`config.mk`:
```
export PLATFORM = sky130hd
export DESIGN_NAME = titan_boot_loader
export DESIGN_NICKNAME = d
export VERILOG_FILES = /design/src/rtl/titan_boot_loader.sv
export SDC_FILE = /design/constraint.sdc
export NUM_CORES = 1
export LEC_CHECK = 0
export ABC_AREA = 1
export CAP_MARGIN = 20
export CELL_PAD_IN_SITES_DETAIL_PLACEMENT = 0
export CELL_PAD_IN_SITES_GLOBAL_PLACEMENT = 1
export CORE_ASPECT_RATIO = 2
export CORE_MARGIN = 3
export CORE_UTILIZATION = 34
export CTS_BUF_LIST = sky130_fd_sc_hd__clkbuf_4 sky130_fd_sc_hd__clkbuf_8
export DETAILED_ROUTE_END_ITERATION = 10
export PLACE_DENSITY = 0.95
export SYNTH_ARGS = -nofsm -noshare
export SYNTH_HDL_FRONTEND = slang
export SYNTH_SLANG_ARGS = --single-unit
```
`constraint.sdc`:
```
create_clock -name clk -period 3.7 [get_ports clk]
set_input_delay 0.925 -clock clk [delete_from_list [all_inputs] [get_ports clk]]
set_output_delay 0.925 -clock clk [all_outputs]
set_load 0.02 [all_outputs]
```
`src/rtl/titan_boot_loader.sv`:
```
// titan_boot_loader: after reset, holds the Titan core in reset, copies a boot
// ROM image into its memory, then releases the core. A restart request in RUN
// reloads the image and re-runs it.
module titan_boot_loader #(
  parameter int unsigned ADDR_W     = 10,
  parameter int unsigned DATA_W     = 16,
  parameter int unsigned LOAD_WORDS = 1024,
  parameter int unsigned RESET_HOLD = 16
) (
  input  logic              clk,
  input  logic              reset,
  input  logic              restart,
  output logic [ADDR_W-1:0] rom_addr,
  input  logic [DATA_W-1:0] rom_data,
  output logic              mem_we,
  output logic [ADDR_W-1:0] mem_addr,
  output logic [DATA_W-1:0] mem_wdata,
  output logic              core_reset,
  output logic              load_done
);

  localparam int unsigned       CNT_W     = (RESET_HOLD > 1) ? $clog2(RESET_HOLD) : 1;
  localparam logic [ADDR_W-1:0] LAST_ADDR = ADDR_W'(LOAD_WORDS - 1);
  localparam logic [CNT_W-1:0]  LAST_HOLD = CNT_W'(RESET_HOLD - 1);

  typedef enum logic [1:0] {
    st_hold  = 2'd0,
    st_load  = 2'd1,
    st_drain = 2'd2,
    st_run   = 2'd3
  } state_t;

  state_t            state, state_d;
  logic [CNT_W-1:0]  hold_cnt, hold_cnt_d;
  logic [ADDR_W-1:0] rom_addr_d;
  logic              mem_we_d;
  logic [ADDR_W-1:0] mem_addr_d;
  logic              core_reset_d;
  logic              load_done_d;

  // ROM data arrives exactly in the cycle its word is written, so it passes straight through.
  assign mem_wdata = rom_data;

  // State and registered outputs.
  always_ff @(posedge clk) begin
    if (reset) begin
      state      <= st_hold;
      hold_cnt   <= '0;
      rom_addr   <= '0;
      mem_we     <= 1'b0;
      mem_addr   <= '0;
      core_reset <= 1'b1;
      load_done  <= 1'b0;
    end else begin
      state      <= state_d;
      hold_cnt   <= hold_cnt_d;
      rom_addr   <= rom_addr_d;
      mem_we     <= mem_we_d;
      mem_addr   <= mem_addr_d;
      core_reset <= core_reset_d;
      load_done  <= load_done_d;
    end
  end

  // Next state and next output values; the load ends on a compare, never on address wrap.
  always_comb begin
    state_d      = state;
    hold_cnt_d   = hold_cnt;
    rom_addr_d   = rom_addr;
    mem_we_d     = 1'b0;
    mem_addr_d   = mem_addr;
    core_reset_d = 1'b1;
    load_done_d  = 1'b0;

    unique case (state)
      st_hold: begin
        if (hold_cnt == LAST_HOLD) begin
          state_d    = st_load;
          rom_addr_d = '0;
        end else begin
          hold_cnt_d = hold_cnt + CNT_W'(1);
        end
      end
      st_load: begin
        // Word at the current address is written in the following cycle.
        mem_we_d   = 1'b1;
        mem_addr_d = rom_addr;
        if (rom_addr == LAST_ADDR) begin
          state_d = st_drain;
        end else begin
          rom_addr_d = rom_addr + ADDR_W'(1);
        end
      end
      st_drain: begin
        state_d      = st_run;
        core_reset_d = 1'b0;
        load_done_d  = 1'b1;
      end
      st_run: begin
        if (restart) begin
          state_d    = st_hold;
          hold_cnt_d = '0;
          rom_addr_d = '0;
        end else begin
          core_reset_d = 1'b0;
          load_done_d  = 1'b1;
        end
      end
      default: begin
        state_d = st_hold;
      end
    endcase
  end

endmodule

```
# Yosys cells after proc, flatten, opt, wreduce, memory -nomap -nowiden
# Cells that the tools add are included.
# Widths: inputs -> output; s select.
[totals] reg_bits=29 input_bits=19 output_inout_bits=39 wordCells=41
[op_classes] add_sub_neg=2 eq_ne=10 n_mux=16 n_reduce_logical=6
[ops] operator="$mux 10" count=3
[ops] operator="$pmux 10 s3" count=1
[ops] operator="$add 10x1->10 const B" count=1
[ops] operator="$eq 10x10->1 const B" count=1
[ops] operator="$ne 2x2->1 const B" count=5
[ops] operator="$mux 4" count=2
[ops] operator="$pmux 2 s4" count=1
[ops] operator="$pmux 4 s2" count=1
[ops] operator="$mux 2" count=3
[ops] operator="$reduce_and 3->1" count=2
[ops] operator="$add 4x1->4 const B" count=1
[ops] operator="$eq 2x2->1 const B" count=2
[ops] operator="$eq 4x4->1 const B" count=1
[ops] operator="$pmux 1 s2" count=2
[ops] operator="$reduce_and 4->1" count=1
[ops] operator="$mux 1" count=3
[ops] operator="$reduce_bool 3->1" count=1
[ops] operator="$eq 2x1->1 const B" count=1
[ops] operator="$logic_not 2->1" count=1
[ops] operator="$reduce_bool 2->1" count=1

# Depth between registers and ports, before layout
# Gate-level depths: netlist of run 1.
[depth] word_depth=3 mapped_depth=10 mapped_depth_nobuf=9

# Worst setup path before layout of run 1
# No wires, ideal clock.
[synth_timing] path_type="input -> output" from="in rom_data[0]" to="out mem_wdata[0]" arrival_time_ns=1.059 slack_ns=1.716 cell_stages=1 path_buffers=1 path_cell_list="buf_4"
[synth_lines] element="start, declared" line="14" text="input logic [DATA_W-1:0] rom_data,"
[synth_lines] element="end, declared" line="17" text="output logic [DATA_W-1:0] mem_wdata,"
# No word-level cell between the ends.

# Worst setup path after layout of run 1
[layout_timing] from="reg rom_addr[5]" to="out rom_addr[5]"
[layout_lines] element="start, declared" line="13" text="output logic [ADDR_W-1:0] rom_addr,"
[layout_lines] element="start signal, assigned" line="57" text="rom_addr <= rom_addr_d;"
# No word-level cell between the ends.

==> reports/metrics.yaml, run 1 <==
run_status:
  status: "completed"
routing:
  drtPass1Iterations: 4
  route.detailed.drc: 0
  wl_um: 3560
  wl_per_cell_um: 12.2
  vias_per_cell: 4.77
  vias: 1388
  ant_nets: 0
  drt_iter0_drc: 34
sta:
  maxSlewViolCount: 0
  grt_setup_unrepaired: "false"
  period_needed_ns: 2.31
  skew_ns: 0.00454
  setup_violations: 0
  setup-tns-final_ns: 0
  final-hold-violation-count: 0
  worst_pin_slew_ns: 0.444
  maxSlewHeadroom: 0.703
  min_period_over_period: 0.624
  clock.fmax_mhz: 433
critical_path:
  cp-end-kind: "output port"
  timing.rr.end: "rom_addr[8]"
  crit_type: "flop to output port"
  crit_path_top_delay_cell: "clkdlybuf4s50_1"
  reg2reg_depth: 10
  worstPathArrival_ns: 1.38
  r2r_setup_slack_ns: 1.78
  cp_slowest_stage_delay_ns: 0.65
  path_cells: "clkdlybuf4s50_1"
  required_ns: 2.77
  reg2reg_from: "state[1]"
  path_max_fanout: 7
  cpLargestDelayFamily: "buffers and inverters"
  cp_num_buf_inv: 1
  worstSetupStartpointType: "flop"
clock_tree:
  cts_resized: 0
  cts_sinks: 29
  root_buffer: "clkbuf_8"
  hold_buffers: 0
  clkTransAtPathRegs_ns: 0.06
  cts_buffers: 5
  cts_tree: "built"
  cts_setup_buffers: 0
  clock_latency_ns: 0.28
  clockBufferDepth: 2
  htreeDepth: 2
logic_synthesis:
  synthAdderAreaFrac: 0.0475
  ys_async_sr_fraction: 0
  ys_warn_count: 0
  syn_nets: 249
  ys_seq_area_frac: 0.368
  synthCells: 224
  ys_ff_latch: 29
  synth.avg_cell_area_sq_um: 7.05
  muxShareOfSynthArea: 0
  synth_top_family_by_area: "simple AND/OR/NAND/NOR gates"
  synth-xor-area-share: 0.00555
  ys.flop_type: "dfxtp_1"
  mappedNetlistArea_sq_um: 1580
  synth_edf_count: 0
  synth.distinct_cells: 24
  synth-simple-area-share: 0.304
  synth_compound_area_frac: 0.116
final_layout:
  fin_util: 0.418
  final_cell_mix: "nand2_1, dfxtp_1, nor2_1, clkdlybuf4s50_1, inv_1"
  num_antenna_cells: 0
  final_common_cell: "nand2_1"
  final_nets: 261
  fillers: 489
  drive_gt1_frac: 0.0970
  syn2layout_area_growth_pct: 17.0
placement:
  portBuffers: 25
  gp_congestion: 0.870
  dp_hpwl_um: 2700
power:
  power_density_nw_per_um2: 320
  total_power_mw: 0.592
  leakagePower_nw: 0.788
  seqPwrFrac: 0.537
  switching_power_mw: 0.139
  intPower_mw: 0.452
  p_comb_frac: 0.032
  swShare: 0.236
  vdd_ir_drop_max_mv: 0.313
  clock_power_share: 0.431
job:
  max_cap_viol_count: 0
global_route:
  grt_pass1_vias: 1412
  grt_overflow: 0
  grt_pass1_wl_um: 5960
  grt_max_degree: 27
  antenna_found_initial: 0
  grt_usage: 0.149
die:
  die_area_sq_um: 5550
  io-pin-count: 58
  chipHeight_um: 102
  core_sq_um: 4420
  rows: 34
  die_w_um: 54.2
  initial_core_util: 0.357
min_path:
  holdPathStages: 2
  min_from: "mem_addr[5]"
  min_to: "mem_addr[5]"
  hp-class: "flop to flop"
[worst max path at each step]
stage                      from           end  cells past startpoint
global placement        restart   rom_addr[4]                      9
detailed placement        reset   rom_addr[8]                      7
CTS                 rom_addr[5]   rom_addr[5]                      1
floorplan           rom_data[0]  mem_wdata[0]                      1
finish              rom_addr[5]   rom_addr[5]                      1
global route        rom_addr[5]   rom_addr[5]                      1
[logic make-up after synthesis]
kind of cell	count (synthesis)
AOI/OAI and AO/OA	34
xor gates and xnor gates	1
and+or+nand+nor	106
DFF	29
buffers and inverters	48
adders and majority gates	6
[layer usage]
metal / track usage / wire length [um] / vias to the layer above
li1: - / - / 716
met1: 0.129 / 1310 / 634
met2: 0.280 / 2010 / 28
met3: 0.0277 / 119 / 10
met4: 0.104 / 123 / 0
met5: 0 / 0 / -
[power by group through the flow]
stage               logic, mW  clock network (mW)  registers (mW)
CTS                    0.0192               0.266           0.318
global route           0.0219               0.275           0.318
detailed placement     0.0192                   0           0.325
floorplan              0.0370                   0           0.324
global placement       0.0186                   0           0.325
finish                 0.0187               0.255           0.318
[synthesized netlist by cell type (2+ instances only)]
library cell	count	area [sq um]
nor2_4	2	22.5
a211oi_1	2	15.0
o21ai_0	14	70.1
dfxtp_1	29	581
nand2_1	54	203
clkbuf_1	3	11.3
buf_4	16	120
nand4_1	5	31.3
ha_1	6	75.1
nor2_1	25	93.8
a21oi_1	16	80.1
or2_2	2	12.5
nand2_2	3	18.8
buf_2	3	15.0
inv_1	24	90.1
nand3_1	12	60.1
[cell type report]
type	count	area, sq um	share of cell area
flip-flops and latches	29	581	0.314
clock inverters	3	17.5	0.00948
clock buffers	5	68.8	0.0372
multi-input cells	147	747	0.404
repair buffers	28	273	0.148
inverters	25	93.8	0.0508
well taps	54	67.6	0.0366
[sequential cells by signal, indices dropped and copies added, names as in the netlist]
signal      flops
mem_we          1
hold_cnt        4
state           2
core_reset      1
load_done       1
mem_addr       10
rom_addr       10
[stage by stage]
stage	hold slack, ns	worst slack [ns]	instance area [sq um]	instances
finish	0.466	1.39	1850	291
floorplan	0.454	1.72	1580	224
global route	0.495	1.34	1850	291
CTS	0.469	1.37	1850	291
detailed placement	0.455	1.23	1760	283
global placement	0.453	1.27	1760	283
Power figures use the tool's default switching activity.
==> run 2, diff against run 1 <==
--- a/config.mk
+++ b/config.mk
@@ -11,10 +11,10 @@
 export CELL_PAD_IN_SITES_GLOBAL_PLACEMENT = 1
 export CORE_ASPECT_RATIO = 2
 export CORE_MARGIN = 3
-export CORE_UTILIZATION = 34
+export CORE_UTILIZATION = 31
 export CTS_BUF_LIST = sky130_fd_sc_hd__clkbuf_4 sky130_fd_sc_hd__clkbuf_8
 export DETAILED_ROUTE_END_ITERATION = 10
-export PLACE_DENSITY = 0.95
+export PLACE_DENSITY = 0.91
 export SYNTH_ARGS = -nofsm -noshare
 export SYNTH_HDL_FRONTEND = slang
 export SYNTH_SLANG_ARGS = --single-unit
==> constraint.sdc (replaced) <==
create_clock -name clk -period 2.41 [get_ports clk]
set_input_delay 0.6025 -clock clk [delete_from_list [all_inputs] [get_ports clk]]
set_output_delay 0.6025 -clock clk [all_outputs]
set_load 0.02 [all_outputs]
==> run 2 against run 1 <==
Combinational power is 50% higher. Clock skew fell by 0.0013 ns. Flip-flop and latch count stayed put. Largest power group unchanged.
==> reports/metrics.yaml, run 2 (synthesis gave the netlist of run 1 again) <==
run_status:
  status: "completed"
final_layout:
  num_antenna_cells: 0
  final_cell_mix: "nand2_1, dfxtp_1, nor2_1, clkdlybuf4s50_1, inv_1"
  final_common_cell: "nand2_1"
  final_cell_area_sq_um: 1870
  fin_cells: 295
  top_regs: "mem_addr: 10 flops, rom_addr: 10 flops, hold_cnt: 4 flops"
  seqCellArea_sq_um: 581
  final_nets: 262
  fillers: 509
  syn2layout_area_growth_pct: 18.7
  drive_gt1_frac: 0.101
  multi_input_area_sq_um: 747
global_route:
  antenna_found_initial: 0
  grt_overflow: 0
  grt_max_degree: 16
  grt_pass1_vias: 1376
  grt_pass1_wl_um: 6070
  grt_usage: 0.129
power:
  total_power_mw: 0.954
  leakagePower_nw: 0.804
  vdd_ir_drop_max_mv: 0.521
  power_density_nw_per_um2: 509
routing:
  drt_iter0_drc: 24
  met1Wirelength_um: 1360
  ant_nets: 0
  wl_met3_um: 157
  wl_met2_um: 2020
  wl_um: 3620
  highest_layer: "met4"
  drtPass1Iterations: 4
  vias_per_cell: 4.62
  route.detailed.drc: 0
  vias: 1363
  wl_per_cell_um: 12.3
sta:
  maxSlewHeadroom: 0.680
  min_period_over_period: 0.822
  skew_ns: 0.00326
  setup-tns-final_ns: 0
  setup_violations: 0
  period_needed_ns: 1.98
  worst_slack_ns: 0.430
  clock.fmax_mhz: 505
  grt_setup_unrepaired: "false"
  worst_pin_slew_ns: 0.479
  maxSlewViolCount: 0
  final-hold-violation-count: 0
clock_tree:
  clkTransAtPathRegs_ns: 0.06
  root_buffer: "clkbuf_8"
  cts_resized: 0
  htreeDepth: 2
  cts_setup_buffers: 0
  cts_buffers: 5
  cts_tree: "built"
  clock_latency_ns: 0.28
  hold_buffers: 0
  clockBufferDepth: 2
  cts_sinks: 29
die:
  rows: 36
  chipHeight_um: 107
  core_sq_um: 4910
  initial_core_util: 0.322
  die_area_sq_um: 6040
  die_w_um: 56.5
  io-pin-count: 58
placement:
  gp_congestion: 0.766
  preCtsSetupSlack_ns: 0.344
  dp_hpwl_um: 2740
  portBuffers: 25
  placed_cells: 287
  dpl-instance-area_sq_um: 1770
min_path:
  hp-class: "flop to flop"
critical_path:
  worstSetupStartpointType: "flop"
  cp_slowest_stage_delay_ns: 0.65
  crit_path_top_delay_cell: "clkdlybuf4s50_1"
  path_cells: "clkdlybuf4s50_1"
  crit_type: "flop to output port"
  path_max_fanout: 7
  cp_num_buf_inv: 1
  cpLargestDelayFamily: "buffers and inverters"
  required_ns: 1.81
  cp-end-kind: "output port"
  worstPathArrival_ns: 1.38
job:
  max_cap_viol_count: 0
## run 2: per-stage QoR
stage / utilization / hold WS, ns
after floorplan: - / 0.454
after global placement: 0.361 / 0.456
after detailed placement: 0.361 / 0.453
after CTS: 0.382 / 0.464
after global routing: 0.382 / 0.489
final: 0.382 / 0.461
## run 2: where the power goes
group / leakage, nW / switching (mW) / internal, mW / total (mW)
clock network: 0.0542 / 0.180 / 0.258 / 0.438
registers: 0.234 / 0.00407 / 0.484 / 0.488
logic: 0.516 / 0.0163 / 0.0118 / 0.0281
total: 0.804 / 0.201 / 0.753 / 0.954
## run 2: final cells by class
| type | instances | share of cell area |
|---|---|---|
| Clock buffer | 7 | 0.0514 |
| Clock inverter | 1 | 0.00267 |
| Inverter | 25 | 0.0501 |
| Multi-Input combinational cell | 147 | 0.399 |
| Sequential cell | 29 | 0.310 |
| Tap cell | 57 | 0.0381 |
| Timing Repair Buffer | 29 | 0.150 |
## run 2: worst reg2reg max path, cell delays in order (launching register included)
cell and delay [ns]:
dfxtp_1 0.35, inv_1 0.09, ha_1 0.17, buf_4 0.22
inv_2 0.11, nand2_1 0.20, nand3_2 0.26, nand2_1 0.21
nand2_1 0.07, nand2_1 0.05, inv_1 0.03
## run 2: worst paths after layout
kind / endpoint / start / depth (start not counted) / slack (ns)
hold reg to reg: mem_addr[5] / mem_addr[5] / 2 / 0.46
setup reg to reg: rom_addr[4] / state[1] / 10 / 0.56
hold / removal: mem_addr[5] / mem_addr[5] / 2 / 0.46
setup / recovery: rom_addr[5] / rom_addr[5] / 1 / 0.43
## run 2: per-layer routing
metal / global-route usage / vias to the layer above
li1: - / 718
met1: 0.124 / 611
met2: 0.247 / 27
met3: 0.0289 / 7
met4: 0.0628 / 0
met5: 0 / -
==> run 3, diff against run 2 <==
--- a/config.mk
+++ b/config.mk
@@ -11,10 +11,10 @@
 export CELL_PAD_IN_SITES_GLOBAL_PLACEMENT = 1
 export CORE_ASPECT_RATIO = 2
 export CORE_MARGIN = 3
-export CORE_UTILIZATION = 31
+export CORE_UTILIZATION = 28
 export CTS_BUF_LIST = sky130_fd_sc_hd__clkbuf_4 sky130_fd_sc_hd__clkbuf_8
 export DETAILED_ROUTE_END_ITERATION = 10
-export PLACE_DENSITY = 0.91
+export PLACE_DENSITY = 0.87
 export SYNTH_ARGS = -nofsm -noshare
 export SYNTH_HDL_FRONTEND = slang
 export SYNTH_SLANG_ARGS = --single-unit
==> constraint.sdc (replaced) <==
create_clock -name clk -period 1.7 [get_ports clk]
set_input_delay 0.425 -clock clk [delete_from_list [all_inputs] [get_ports clk]]
set_output_delay 0.425 -clock clk [all_outputs]
set_load 0.02 [all_outputs]
==> run 3 against run 2 <==
Setup slack worse by 0.37 ns. Die area is 9.8% higher. First-iteration DRC count is 54% higher. Clock power is 73% higher. Sequential power is 42% higher. Flip-flop and latch count stayed put. Global-route usage is 0.35 points lower. Register-to-register slack worse by 0.43 ns. Combinational power is 73% higher. Via count is 3.3% higher.
==> reports/metrics.yaml, run 3 (synthesis gave the netlist of run 1 again) <==
min_path:
  hp-class: "flop to flop"
die:
  die_area_sq_um: 6630
  chipHeight_um: 112
  rows: 38
  io-pin-count: 58
  die_w_um: 59.1
  initial_core_util: 0.291
  core_sq_um: 5420
critical_path:
  worstPathArrival_ns: 1.21
  cp-end-kind: "output port"
  crit_type: "flop to output port"
  cp_slowest_stage_delay_ns: 0.61
  worstSetupStartpointType: "flop"
  r2r_setup_slack_ns: 0.13
  cp_num_buf_inv: 1
  path_max_fanout: 2
  cpLargestDelayFamily: "buffers and inverters"
  crit_path_top_delay_cell: "clkdlybuf4s50_1"
  required_ns: 1.27
  path_cells: "clkdlybuf4s50_1"
clock_tree:
  cts_tree: "built"
  cts_sinks: 29
  clock_latency_ns: 0.28
  clockBufferDepth: 2
  cts_buffers: 5
  htreeDepth: 2
  clkTransAtPathRegs_ns: 0.06
  root_buffer: "clkbuf_8"
  hold_buffers: 0
final_layout:
  num_antenna_cells: 0
  multi_input_area_sq_um: 747
  final_nets: 272
  top_regs: "mem_addr: 10 flops, rom_addr: 10 flops, hold_cnt: 4 flops"
  final_common_cell: "nand2_1"
  final_cell_mix: "nand2_1, dfxtp_1, nor2_1"
  seqCellArea_sq_um: 582
  fin_util: 0.365
  drive_gt1_frac: 0.141
  syn2layout_area_growth_pct: 25.4
  final_cell_area_sq_um: 1980
  fillers: 603
placement:
  gp_congestion: 0.773
  dp_hpwl_um: 3000
  portBuffers: 25
  dpl-instance-area_sq_um: 1860
global_route:
  grt_overflow: 0
  antenna_found_initial: 0
  grt_max_degree: 13
  grt_pass1_wl_um: 6570
  grt_usage: 0.125
  grt_pass1_vias: 1472
routing:
  ant_nets: 0
  drt_iter0_drc: 37
  route.detailed.drc: 0
  vias_per_cell: 4.57
  drtPass1Iterations: 4
  vias: 1408
  wl_per_cell_um: 12.4
  wl_um: 3830
run_status:
  status: "completed"
sta:
  grt_setup_unrepaired: "false"
  maxSlewViolCount: 0
  period_needed_ns: 1.64
  clock.fmax_mhz: 610
  worst_pin_slew_ns: 0.290
  maxSlewHeadroom: 0.806
  min_period_over_period: 0.964
  setup_violations: 0
  final-hold-violation-count: 0
  skew_ns: 0.00688
power:
  vdd_ir_drop_max_mv: 0.624
  leakagePower_nw: 0.920
  power_density_nw_per_um2: 757
job:
  max_cap_viol_count: 0
-- run 3: what timing repair did --
item                       4_1_cts  5_1_grt
setup endpoints to repair        7        2
resized for setup                7        2
pin swaps                        0        0
gates cloned                     0        0
buffers inserted                 0        0
-- run 3: final timing paths --
kind / from / cells past startpoint / end
max reg2reg: rom_addr[0] / 9 / rom_addr[6]
min: mem_addr[6] / 2 / mem_addr[6]
max: mem_addr[8] / 1 / mem_addr[8]
min reg2reg: mem_addr[6] / 2 / mem_addr[6]
-- run 3: worst register-to-register path, stage by stage (launching register included) --
cell and delay (ns):
dfxtp_1 0.39, ha_1 0.20, nand2_2 0.11, nor2_4 0.18, nand4_4 0.16, nand3_2 0.10, buf_4 0.17, nand2_1 0.06
nand2_1 0.06, nor2_1 0.04
-- run 3: power by group --
group	switching [mW]	internal, mW	leakage [nW]
clock network	0.265	0.493	0.0619
logic	0.0256	0.0230	0.624
registers	0.00655	0.686	0.235
total	0.297	1.20	0.920
-- run 3: area by class of cell --
type                    count  area share
multi-input cells         147       0.377
clock inverters             1      0.0152
repair buffers             39       0.183
flip-flops and latches     29       0.294
inverters                  25      0.0474
clock buffers               7      0.0455
well taps                  60      0.0379
-- run 3: per-stage QoR --
| stage | setup TNS [ns] | hold WS (ns) | power, mW | worst slack (ns) | instances |
|---|---|---|---|---|---|
| final | 0 | 0.455 | 1.50 | 0.0605 | 308 |
| after floorplan | 0 | 0.454 | 0.787 | 0.205 | 224 |
| after CTS | 0 | 0.458 | 1.52 | 0.0364 | 308 |
| after detailed placement | -0.0766 | 0.449 | 0.757 | -0.0331 | 300 |
| after global placement | -0.0114 | 0.448 | 0.756 | -0.0108 | 300 |
| after global routing | 0 | 0.502 | 1.55 | 0.00400 | 308 |
-- run 3: per-layer routing --
metal	routed length, um	vias up	GRT usage
met5	0	-	0
met4	63	0	0.0454
met3	140	7	0.0196
met2	2170	26	0.247
met1	1460	637	0.123
li1	-	738	-
